==> src/rtl/ram_word_port_if.sv <==
// Word request/response channel between a 32-bit requester and ram_word_port.
// Signals:
//   req_valid/req_ready  request handshake
//   req_write            1 = write, 0 = read
//   req_addr             byte address (bits [1:0] ignored by the port)
//   req_wdata/req_wstrb  little-endian write word and per-byte enables
//   resp_valid/ready     response handshake
//   resp_rdata           read word, 0 for write acks
interface ram_word_port_if #(
   parameter int unsigned ADDR_WIDTH = 10
);
   logic                  req_valid;
   logic                  req_ready;
   logic                  req_write;
   logic [ADDR_WIDTH-1:0] req_addr;
   logic [31:0]           req_wdata;
   logic [3:0]            req_wstrb;
   logic                  resp_valid;
   logic                  resp_ready;
   logic [31:0]           resp_rdata;

   // Requester side
   modport master (
      output req_valid, req_write, req_addr, req_wdata, req_wstrb, resp_ready,
      input  req_ready, resp_valid, resp_rdata
   );

   // Port side
   modport slave (
      input  req_valid, req_write, req_addr, req_wdata, req_wstrb, resp_ready,
      output req_ready, resp_valid, resp_rdata
   );
endinterface

==> src/rtl/ram_word_port.sv <==
// Drives a byte-wide negedge synchronous RAM on behalf of a 32-bit requester.
// Each word request becomes four byte beats at base*4+0..3; reads are assembled
// little-endian and returned on the response channel, writes are acked with 0.
// Ports:
//   clk, rst_n            clock, async active-low reset
//   bus (slave)           word request/response channel
//   o_ram_addr            RAM byte address (registered)
//   o_ram_data_in         RAM write data (registered)
//   o_ram_write_enable    RAM write enable (registered)
//   i_ram_data_out        RAM read data, valid one cycle after the address
module ram_word_port #(
   parameter int unsigned ADDR_WIDTH = 10
) (
   input  logic                  clk,
   input  logic                  rst_n,
   ram_word_port_if.slave        bus,
   output logic [ADDR_WIDTH-1:0] o_ram_addr,
   output logic [7:0]            o_ram_data_in,
   output logic                  o_ram_write_enable,
   input  logic [7:0]            i_ram_data_out
);

   localparam int unsigned BASE_W = ADDR_WIDTH - 2;

   typedef enum logic [1:0] {
      IDLE = 2'd0,
      WR   = 2'd1,
      RD   = 2'd2,
      RESP = 2'd3
   } state_t;

   state_t                r_state, w_state_n;
   logic [1:0]            r_cnt, w_cnt_n, w_cnt_inc;
   logic [BASE_W-1:0]     r_base, w_base_n;
   logic [31:0]           r_wdata, w_wdata_n;
   logic [3:0]            r_wstrb, w_wstrb_n;
   logic [23:0]           r_rbuf, w_rbuf_n;
   logic                  r_req_ready, w_req_ready_n;
   logic                  r_resp_valid, w_resp_valid_n;
   logic [31:0]           r_resp_rdata, w_resp_rdata_n;
   logic [ADDR_WIDTH-1:0] r_ram_addr, w_ram_addr_n;
   logic [7:0]            r_ram_din, w_ram_din_n;
   logic                  r_ram_we, w_ram_we_n;

   // Word-aligned port: the byte offset of the request address is discarded
   logic w_unused_addr_lsb;
   assign w_unused_addr_lsb = ^bus.req_addr[1:0];

   // State and output registers
   always_ff @(posedge clk or negedge rst_n) begin
      if (!rst_n) begin
         r_state      <= IDLE;
         r_cnt        <= 2'd0;
         r_base       <= '0;
         r_wdata      <= 32'd0;
         r_wstrb      <= 4'd0;
         r_rbuf       <= 24'd0;
         r_req_ready  <= 1'b0;
         r_resp_valid <= 1'b0;
         r_resp_rdata <= 32'd0;
         r_ram_addr   <= '0;
         r_ram_din    <= 8'd0;
         r_ram_we     <= 1'b0;
      end else begin
         r_state      <= w_state_n;
         r_cnt        <= w_cnt_n;
         r_base       <= w_base_n;
         r_wdata      <= w_wdata_n;
         r_wstrb      <= w_wstrb_n;
         r_rbuf       <= w_rbuf_n;
         r_req_ready  <= w_req_ready_n;
         r_resp_valid <= w_resp_valid_n;
         r_resp_rdata <= w_resp_rdata_n;
         r_ram_addr   <= w_ram_addr_n;
         r_ram_din    <= w_ram_din_n;
         r_ram_we     <= w_ram_we_n;
      end
   end

   // Next-state and next-output logic
   always_comb begin
      w_state_n      = r_state;
      w_cnt_n        = r_cnt;
      w_base_n       = r_base;
      w_wdata_n      = r_wdata;
      w_wstrb_n      = r_wstrb;
      w_rbuf_n       = r_rbuf;
      w_req_ready_n  = r_req_ready;
      w_resp_valid_n = r_resp_valid;
      w_resp_rdata_n = r_resp_rdata;
      w_ram_addr_n   = r_ram_addr;
      w_ram_din_n    = r_ram_din;
      w_ram_we_n     = r_ram_we;
      w_cnt_inc      = r_cnt + 2'd1;

      case (r_state)
         IDLE: begin
            w_req_ready_n = 1'b1;
            // r_req_ready gates acceptance so the first edge after reset only raises ready
            if (bus.req_valid && r_req_ready) begin
               w_base_n      = bus.req_addr[ADDR_WIDTH-1:2];
               w_wdata_n     = bus.req_wdata;
               w_wstrb_n     = bus.req_wstrb;
               w_cnt_n       = 2'd0;
               w_req_ready_n = 1'b0;
               w_ram_addr_n  = {bus.req_addr[ADDR_WIDTH-1:2], 2'b00};
               if (bus.req_write) begin
                  w_state_n   = WR;
                  w_ram_din_n = bus.req_wdata[7:0];
                  w_ram_we_n  = bus.req_wstrb[0];
               end else begin
                  w_state_n  = RD;
                  w_ram_we_n = 1'b0;
               end
            end
         end

         WR: begin
            if (r_cnt == 2'd3) begin
               w_ram_we_n     = 1'b0;
               w_resp_rdata_n = 32'd0;
               w_resp_valid_n = 1'b1;
               w_state_n      = RESP;
            end else begin
               // Every beat takes a cycle; a cleared strobe only suppresses the enable
               w_cnt_n      = w_cnt_inc;
               w_ram_addr_n = {r_base, w_cnt_inc};
               w_ram_din_n  = r_wdata[{w_cnt_inc, 3'b000} +: 8];
               w_ram_we_n   = r_wstrb[w_cnt_inc];
            end
         end

         RD: begin
            w_ram_we_n = 1'b0;
            // Data present now belongs to the address driven one edge earlier
            if (r_cnt == 2'd3) begin
               w_resp_rdata_n = {i_ram_data_out, r_rbuf};
               w_resp_valid_n = 1'b1;
               w_state_n      = RESP;
            end else begin
               w_rbuf_n[{r_cnt, 3'b000} +: 8] = i_ram_data_out;
               w_cnt_n      = w_cnt_inc;
               w_ram_addr_n = {r_base, w_cnt_inc};
            end
         end

         RESP: begin
            if (bus.resp_ready) begin
               w_resp_valid_n = 1'b0;
               w_req_ready_n  = 1'b1;
               w_state_n      = IDLE;
            end
         end

         default: w_state_n = IDLE;
      endcase
   end

   assign bus.req_ready      = r_req_ready;
   assign bus.resp_valid     = r_resp_valid;
   assign bus.resp_rdata     = r_resp_rdata;
   assign o_ram_addr         = r_ram_addr;
   assign o_ram_data_in      = r_ram_din;
   assign o_ram_write_enable = r_ram_we;

endmodule

==> src/flat_wrapper.sv <==
// flat-port wrapper written by rule: the top's interface ports become plain ports
module ram_word_port_flat 
#(
   parameter int unsigned ADDR_WIDTH = 10
)
  (clk, rst_n, o_ram_addr, o_ram_data_in, o_ram_write_enable, i_ram_data_out, bus_req_valid, bus_req_write, bus_req_addr, bus_req_wdata, bus_req_wstrb, bus_resp_ready, bus_req_ready, bus_resp_valid, bus_resp_rdata);
  ram_word_port_if #(.ADDR_WIDTH(ADDR_WIDTH)) bus_i ();
  input  logic clk;
  input  logic rst_n;
  output logic [ADDR_WIDTH-1:0] o_ram_addr;
  output logic [7:0] o_ram_data_in;
  output logic o_ram_write_enable;
  input  logic [7:0] i_ram_data_out;
  input wire logic [$bits(bus_i.req_valid)-1:0] bus_req_valid;
  input wire logic [$bits(bus_i.req_write)-1:0] bus_req_write;
  input wire logic [$bits(bus_i.req_addr)-1:0] bus_req_addr;
  input wire logic [$bits(bus_i.req_wdata)-1:0] bus_req_wdata;
  input wire logic [$bits(bus_i.req_wstrb)-1:0] bus_req_wstrb;
  input wire logic [$bits(bus_i.resp_ready)-1:0] bus_resp_ready;
  output wire logic [$bits(bus_i.req_ready)-1:0] bus_req_ready;
  output wire logic [$bits(bus_i.resp_valid)-1:0] bus_resp_valid;
  output wire logic [$bits(bus_i.resp_rdata)-1:0] bus_resp_rdata;
  assign bus_i.req_valid = bus_req_valid;
  assign bus_i.req_write = bus_req_write;
  assign bus_i.req_addr = bus_req_addr;
  assign bus_i.req_wdata = bus_req_wdata;
  assign bus_i.req_wstrb = bus_req_wstrb;
  assign bus_i.resp_ready = bus_resp_ready;
  assign bus_req_ready = bus_i.req_ready;
  assign bus_resp_valid = bus_i.resp_valid;
  assign bus_resp_rdata = bus_i.resp_rdata;
  ram_word_port #(.ADDR_WIDTH(ADDR_WIDTH)) u_core (.clk(clk), .rst_n(rst_n), .bus(bus_i), .o_ram_addr(o_ram_addr), .o_ram_data_in(o_ram_data_in), .o_ram_write_enable(o_ram_write_enable), .i_ram_data_out(i_ram_data_out));
endmodule
==> config.mk <==
export PLATFORM = sky130hd
export DESIGN_NAME = ram_word_port_flat
export DESIGN_NICKNAME = d
export VERILOG_FILES = /design/src/rtl/ram_word_port_if.sv /design/src/rtl/ram_word_port.sv /design/src/flat_wrapper.sv
export SDC_FILE = /design/constraint.sdc
export NUM_CORES = 1
export LEC_CHECK = 0
export CORE_MARGIN = 4
export CORE_UTILIZATION = 40
export DETAILED_ROUTE_END_ITERATION = 8
export PLACE_DENSITY = 0.76
export SLEW_MARGIN = 20
export SYNTH_ARGS = -nofsm -noshare
export SYNTH_HDL_FRONTEND = slang
export SYNTH_SLANG_ARGS = --single-unit
==> constraint.sdc <==
create_clock -name clk -period 3.65 [get_ports clk]
set_clock_uncertainty 0.1 [all_clocks]
set_input_delay 1.095 -clock clk [delete_from_list [all_inputs] [get_ports clk]]
set_output_delay 1.095 -clock clk [all_outputs]
set_load 0.005 [all_outputs]
# Word-level counts from Yosys, hierarchy flattened
# Cells that the tools add are included.
[op_classes]
add_sub_neg = 2
magnitude_cmp = 1
n_eq_ne = 12
n_shift = 3
muxes = 31
bitwise = 1
n_reduce_logical = 18
[op_table]
columns = ["operator", "count"]
rows = [
  ["two-way mux 32 bit", 2],
  ["case mux 32 bit (2 select lines)", 1],
  ["indexed part select 32 x 6 -> 8 bit", 1],
  ["bitwise mux 24 bit", 1],
  ["two-way mux 8 bit", 3],
  ["variable shift 8 x 7 -> 24 bit, first input constant", 1],
  ["indexed part select 8 x 7 -> 24 bit", 1],
  ["two-way mux 10 bit", 2],
  ["case mux 10 bit (2 select lines)", 1],
  ["case mux 8 bit (2 select lines)", 1],
  ["two-way mux 2 bit", 6],
  ["AND reduction 3 bit", 4],
  ["nonzero test 2 bit", 5],
  ["two-way mux 1 bit", 8],
  ["!= test 2 x 1 -> 1 bit, second input constant", 4],
  ["!= test 2 bit, second input constant", 4],
  ["AND reduction 2 bit", 4],
  ["negation 5 -> 7 bit", 1],
  ["== test 2 bit, second input constant", 3],
  ["case mux 2 bit (3 select lines)", 1],
  ["case mux 1 bit (2 select lines)", 2],
  ["case mux 2 bit (2 select lines)", 1],
  ["AND reduction 4 bit", 1],
  ["< comparator 2 x 3 -> 1 bit, second input constant", 1],
  ["other kinds (9)", 9],
]
[totals]
regBits = 125

# Logic depth before layout (Yosys ltp)
[depth]
depth_word = 5
ltp_mapped = 8

# Least setup slack after synthesis
# No wires, ideal clock.
[synth_path]
path_kind = "flip-flop to flip-flop"
from = "reg u_core.r_cnt[0]"
to = "reg u_core.r_ram_we, in the netlist u_core.o_ram_write_enable"
setup_ps = 126
arrival_time_ps = 2083
required_ps = 3424
slack_ps = 1341
stages_incl_launch_ff = 9
path_buffers = 3
path_cell_list = "dfrtp_1 buf_4 buf_2 inv_1 ha_1 nand2b_1 clkbuf_1 nor4_1 o32a_1"
[synth_between]
elab_chain_len = 5
[synth_rtl]
columns = ["element", "line_no", "rtl"]
rows = [
  ["start: declaration", "ram_word_port.sv:33", "logic [1:0] r_cnt, w_cnt_n, w_cnt_inc;"],
  ["start signal: assignment", "ram_word_port.sv:66", "r_cnt <= w_cnt_n;"],
  ["adder 2 x 1 -> 2 bit", "ram_word_port.sv:94", "w_cnt_inc = r_cnt + 2'd1;"],
  ["binary-select mux 1 bit (select 2 bit)", "ram_word_port.sv:129", "w_ram_we_n = r_wstrb[w_cnt_inc];"],
  ["two-way mux 1 bit (implied by the code)", "ram_word_port.sv:129", ""],
  ["two-way mux 1 bit *", "ram_word_port.sv:119", "if (r_cnt == 2'd3) begin"],
  ["case mux 1 bit (3 select lines) *", "ram_word_port.sv:96", "case (r_state)"],
  ["end signal: assignment", "ram_word_port.sv:76", "r_ram_we <= w_ram_we_n;"],
  ["end: declaration", "ram_word_port.sv:43", "logic r_ram_we, w_ram_we_n;"],
]
# Mark *: on every way between the ends. The rest lies on a longest branch, timed or not. The select of a mux whose other input is x is not followed.
# A chain may end at the register's enable or synchronous reset.

==> impl_metrics.json <==
{
  "dieArea_um2": 15610,
  "cts-root-buf": "clkbuf_16",
  "syn_nets": 500,
  "start_util": 0.4115,
  "fin_area_um2": 7251,
  "min_path_type": "reg -> reg",
  "place.gp.congestion": 0.7492,
  "yosysTopAreaCell": "dfrtp_1",
  "antenna_cells": 0,
  "crit_start": "u_core.r_cnt[0]$_DFFE_PN0P_",
  "fillers": 1137,
  "end_kind": "primary output",
  "synth-compound-area-share": 0.1068,
  "crit_fanout": 8,
  "first_iter_violations": 189,
  "synth.avg_cell_area_um2": 12.67,
  "ys_top_cells_by_area": "dfrtp_1 56%, mux2_2 14%, a22o_1 3.8%, mux2i_1 3.7%, nand4_1 3.7%",
  "finalNetCount": 606,
  "grt_pass1_vias": 4080,
  "path_buf_inv": 1,
  "vdd_ir_drop_max_mv": 0.4194,
  "synth.distinct_cells": 38,
  "area_growth_syn_to_layout_pct": 32.52,
  "synth_xor_area_frac": 0,
  "endpoint": "o_ram_addr[0]",
  "cts_sinks": 123,
  "drtAntennaViolNets": 0,
  "layout-drive-gt1-share": 0.1971,
  "r2r_end": "u_core.bus.resp_rdata[13]$_DFFE_PN0P_",
  "vias_per_cell": 5.253,
  "cts_tree": "yes",
  "yosysSeqAreaShare": 0.5625,
  "clkTransAtPathRegs_ns": 0.05,
  "hold_buffers": 0,
  "dieHeight_um": 125.0,
  "antenna_found_initial": 0,
  "rows": 42,
  "hold_viol_final": 0,
  "crit_cells": 1,
  "slew_viol_final": 0,
  "setup_viol": 0,
  "r2r_slack_ns": 0.99,
  "dominantRegCellSynth": "dfrtp_1",
  "dp_hpwl_um": 8402,
  "ios": 112,
  "grt_pass1_wl_um": 21140,
  "finalSetupTns_ns": 0,
  "fin_crit_sh": 0.7597,
  "overflow": 0,
  "post-synth-top-area-fraction": 0.5625,
  "yosysMostFrequentCell": "dfrtp_1",
  "place_area_um2": 6728,
  "fp.coreArea_um2": 13300,
  "synth_top_family_by_area": "multiplexers",
  "period_minus_slack_ns": 2.773,
  "crit_family": "buffers and inverters",
  "power.density_nw_per_um2": 823.4,
  "synthMuxAreaShare": 0.1765,
  "grt.total_usage": 0.1692,
  "synthesis.area_um2": 5471,
  "synth_edf_count": 0,
  "portBuffers": 109,
  "outcome": "finished, final reports clean",
  "synthArstFlopShare": 1.000,
  "post_cts.repair.setup_buffers": 0,
  "numCtsBuffers": 17,
  "path_class": "reg -> out",
  "start_kind": "register",
  "path_cells": "clkdlybuf4s50_1",
  "dr.pass1.iters": 4,
  "worst-r2r-cell-count": 4,
  "wl_um": 12500,
  "max_stage_delay_ns": 0.61,
  "clock_path_buffers": 2,
  "synthTopCellsByCount": "123 x dfrtp_1, 68 x mux2_2, 38 x inv_1",
  "rsz0062_at_grt": "false",
  "die_w_um": 125.0,
  "p_leak_nw": 3.079,
  "max_freq_mhz": 360.6,
  "yosysWarnings": 0,
  "cpMaxStageDelayCell": "clkdlybuf4s50_1",
  "routedWlPerCell_um": 17.27,
  "grt_max_degree": 124,
  "crit_arrival_ns": 1.58,
  "htreeDepth": 4,
  "slew_headroom": 0.3983,
  "worstPathRequired_ns": 2.45,
  "clkLatencyLatePin_ns": 0.42,
  "r2r_start": "u_core.r_state[0]$_DFFE_PN0P_",
  "synth-seq-cells": 123,
  "synthSimpleGateAreaFrac": 0.08507,
  "synth-adder-area-share": 0.02058,
  "cap_viol_max_count": 0,
  "vias": 3803,
  "syn_inst": 432,
  "worst_slew_pin_slew_ns": 0.9026,
  "post_cts_resized": 0,
  "drc": 0
}
-- logic make-up after synthesis --
kind of cell,count (synthesis)
AO/OA/AOI/OAI,80
adder cells (fa/ha/maj),9
buffers and inverters,66
flip-flops,123
multiplexers,88
AND/OR/NAND/NOR,66
-- report_power, final --
| group | switching (mW) | total, mW | leakage (nW) | internal [mW] |
|---|---|---|---|---|
| Sequential | 0.280 | 2.14 | 1.58 | 1.86 |
| Combinational | 1.13 | 2.34 | 1.24 | 1.21 |
| Clock | 0.554 | 1.50 | 0.259 | 0.942 |
-- through the flow --
step / hold slack (ns) / utilization / std cells / worst slack (ns) / power [mW]
global placement: 0.3832 / 0.5060 / 695 / 0.7102 / 4.411
finish: 0.4002 / 0.5454 / 724 / 0.8770 / 5.970
floorplan: 0.3731 / - / 432 / 1.341 / 3.726
detailed placement: 0.3882 / 0.5060 / 695 / 0.6744 / 4.513
global route: 0.4123 / 0.5454 / 724 / 0.7408 / 6.378
CTS: 0.4032 / 0.5454 / 724 / 0.8544 / 6.043
-- layout by cell type (no fill, tap or decap), types with 2 or more instances in the layout --
master	Yosys	final
nor2_1	4	4
a22o_1	24	24
o211ai_1	2	2
a211oi_4	2	2
nand2b_1	10	10
clkinv_2	0	2
nor4_1	2	2
mux2_2	68	68
nand3b_4	2	2
o21a_1	2	2
ha_1	9	9
buf_12	0	2
nand3_1	3	3
clkbuf_8	0	5
mux2i_1	20	20
o31ai_1	2	2
o221ai_1	8	8
nand2_1	3	3
clkbuf_16	0	17
dfrtp_1	123	123
nand4_1	32	32
o21ai_0	36	36
clkdlybuf4s50_1	0	108
clkbuf_1	15	5
buf_4	1	5
inv_1	38	38
-- sequential cells by signal (all words and copies together), names as in the netlist, 2 cells and up --
register	cells
u_core.o_ram_data_in	8
u_core.o_ram_addr	9
u_core.bus.resp_rdata	32
u_core.r_state	2
u_core.r_wdata	32
u_core.r_wstrb	4
u_core.r_base	8
u_core.r_rbuf	24
-- worst min path at each step --
stage,slack (ns),startpoint,to,cells after the start
after floorplan,0.37,u_core.r_rbuf[0]$_DFFE_PN0P_,u_core.r_rbuf[0]$_DFFE_PN0P_,1
after global placement,0.38,u_core.r_base[5]$_DFFE_PN0P_,u_core.r_base[5]$_DFFE_PN0P_,1
after detailed placement,0.39,u_core.r_base[7]$_DFFE_PN0P_,u_core.r_base[7]$_DFFE_PN0P_,1
after CTS,0.40,u_core.r_base[5]$_DFFE_PN0P_,u_core.r_base[5]$_DFFE_PN0P_,1
after global routing,0.41,u_core.r_rbuf[8]$_DFFE_PN0P_,u_core.r_rbuf[8]$_DFFE_PN0P_,1
final,0.40,u_core.r_base[5]$_DFFE_PN0P_,u_core.r_base[5]$_DFFE_PN0P_,1
-- layer usage --
metal	wire, µm	GRT usage
met2	6025	0.2713
met4	138	0.04592
met1	5408	0.2131
met3	932	0.07036
met5	0	0
-- final cells by class --
cell class	count	area (µm²)	area share
flip-flops and latches	123	3078	0.4245
multi-input cells	243	2128	0.2935
repair buffers	115	1159	0.1598
clock buffers	27	513.0	0.07075
well taps	176	220.2	0.03037
inverters	38	142.6	0.01967
clock inverters	2	10.01	0.001381
Note: power is estimated with default switching activity, not from simulation.
==> edit (config.mk and constraints unchanged) <==
`ADDR_WIDTH` is set to 10 in 3 places; all go to 11.
--- a/src/rtl/ram_word_port_if.sv
+++ b/src/rtl/ram_word_port_if.sv
@@ -7,7 +7,7 @@
 //   resp_valid/ready     response handshake
 //   resp_rdata           read word, 0 for write acks
 interface ram_word_port_if #(
-   parameter int unsigned ADDR_WIDTH = 10
+   parameter int unsigned ADDR_WIDTH = 11
 );
    logic                  req_valid;
    logic                  req_ready;
--- a/src/rtl/ram_word_port.sv
+++ b/src/rtl/ram_word_port.sv
@@ -9,7 +9,7 @@
 //   o_ram_write_enable    RAM write enable (registered)
 //   i_ram_data_out        RAM read data, valid one cycle after the address
 module ram_word_port #(
-   parameter int unsigned ADDR_WIDTH = 10
+   parameter int unsigned ADDR_WIDTH = 11
 ) (
    input  logic                  clk,
    input  logic                  rst_n,
--- a/src/flat_wrapper.sv
+++ b/src/flat_wrapper.sv
@@ -1,7 +1,7 @@
 // flat-port wrapper written by rule: the top's interface ports become plain ports
 module ram_word_port_flat 
 #(
-   parameter int unsigned ADDR_WIDTH = 10
+   parameter int unsigned ADDR_WIDTH = 11
 )
   (clk, rst_n, o_ram_addr, o_ram_data_in, o_ram_write_enable, i_ram_data_out, bus_req_valid, bus_req_write, bus_req_addr, bus_req_wdata, bus_req_wstrb, bus_resp_ready, bus_req_ready, bus_resp_valid, bus_resp_rdata);
   ram_word_port_if #(.ADDR_WIDTH(ADDR_WIDTH)) bus_i ();
Interface: changed (resized bus_req_addr and o_ram_addr); port bits go from 112 to 114. The function was not compared with the original's and may differ.
==> edit against the original RTL <==
  * Wire length increased by 2.2%
  * Total power is 3.4% higher
  * Setup slack worse by 0.030 ns
  * Combinational power rose by 2%
  * Count of clock-buffer cells in the layout down 8
  * Cell area rose by 2.3%
  * Area after synthesis increased by 2.0%
  * Critical path type unchanged
  * Hold slack improved by 0.00089 ns
  * Via count increased by 2.2%
  * Global-route usage down 0.40 points
  * Sequential cell count rose by 2
  * Final cell count up 1.9%
==> edit: results <==
critical_path:
  slowest_stage: "clkdlybuf4s50_1"
  crit_arrival_ns: 1.61
  r2r-end: "u_core.bus.resp_rdata[30]$_DFFE_PN0P_"
  slowest_delay_ns: 0.63
  reg2reg_slack_ns: 1.07
hold_path:
  hp-class: "flop to flop"
  min_to: "u_core.r_wdata[9]$_DFFE_PN0P_"
  hp-start: "u_core.r_wdata[9]$_DFFE_PN0P_"
clock_tree:
  clk_pin_slew_ns: 0.05
  cts_root_buf: "clkbuf_16"
place:
  place_congestion: 0.7461
  dp_cells: 706
  port_buffers: 111
  dpl.hpwl_um: 8737
synth:
  ys_top_cells_by_area: "dfrtp_1 56%, mux2_2 14%, a22o_1 3.8%"
  ys_top_cells_by_count: "125 x dfrtp_1, 71 x mux2_2, 38 x inv_1, 38 x o21ai_0, 32 x nand4_1"
  synth.yosys.seq_area_share: 0.5605
  synth_nets: 508
  synth_cell_type_count: 36
  avgSynthCellArea_um2: 12.71
global_routing:
  grt_pass1_wl_um: 20960
  grt.met1_usage: 0.2098
  grt_usage: 0.1652
  met2_usage: 0.2657
  grt_max_degree: 71
  grt_use_met3: 0.05461
  grt_pass1_vias: 4125
cells_and_area:
  drive_gt1_frac: 0.2153
  fillerInstances: 1140
  final_nets: 618
outcome:
  status: "completed"
pwr:
  ir_worst_vdd_mv: 0.4140
  total_power_mw: 6.173
  p_leak_nw: 3.160
routing:
  via_per_inst: 5.264
  routed_wl_um: 12780
  num_vias: 3885
  drt-initial-drc-count: 302
sta:
  worst_pin_slew_ns: 0.8844
edit: cell types whose count changed after synthesis, moves of 2 or more:
cell / delta
buf_4: +2
dfrtp_1: +2
mux2_2: +3
o211ai_1: -2
o21ai_0: +2
edit: power breakdown:
group | internal, mW | switching, mW
sequential | 1.89 | 0.286
combinational | 1.24 | 1.15
clock | 1.01 | 0.594
edit: cell families (layout without fill, tap and decap cells):
| group | count (synthesis) | after routing | share of synthesized area |
|---|---|---|---|
| flip-flops | 125 | 125 | 0.5605 |
| AO/OA/AOI/OAI | 82 | 82 | 0.1078 |
| AND/OR/NAND/NOR | 66 | 66 | 0.08341 |
| multiplexers | 91 | 91 | 0.1791 |
| buffers and inverters | 66 | 189 | 0.04888 |
| adder cells (fa/ha/maj) | 9 | 9 | 0.02018 |
edit: area by class of cell:
class | instances | share of cell area
Tap cell | 176 | 0.02968
Sequential cell | 125 | 0.4217
Inverter | 38 | 0.01923
Clock inverter | 13 | 0.01670
Timing Repair Buffer | 119 | 0.1592
Clock buffer | 19 | 0.05971
Multi-Input combinational cell | 248 | 0.2938
edit: metrics by stage:
step | setup slack, ns | area [um^2] | util | hold WS [ns]
after CTS | 0.8245 | 7418 | 0.5514 | 0.4044
after global routing | 0.8082 | 7418 | 0.5514 | 0.4162
final | 0.8467 | 7418 | 0.5514 | 0.4011
after detailed placement | 0.6486 | 6852 | 0.5093 | 0.3877
after global placement | 0.6692 | 6852 | 0.5093 | 0.3812
after floorplan | 1.461 | 5580 | - | 0.3733
edit: layer usage:
layer / share of wire / routed length [um]
met1: 0.44 / 5586
met3: 0.071 / 912
met4: 0.014 / 176
met2: 0.48 / 6100
met5: 0 / 0
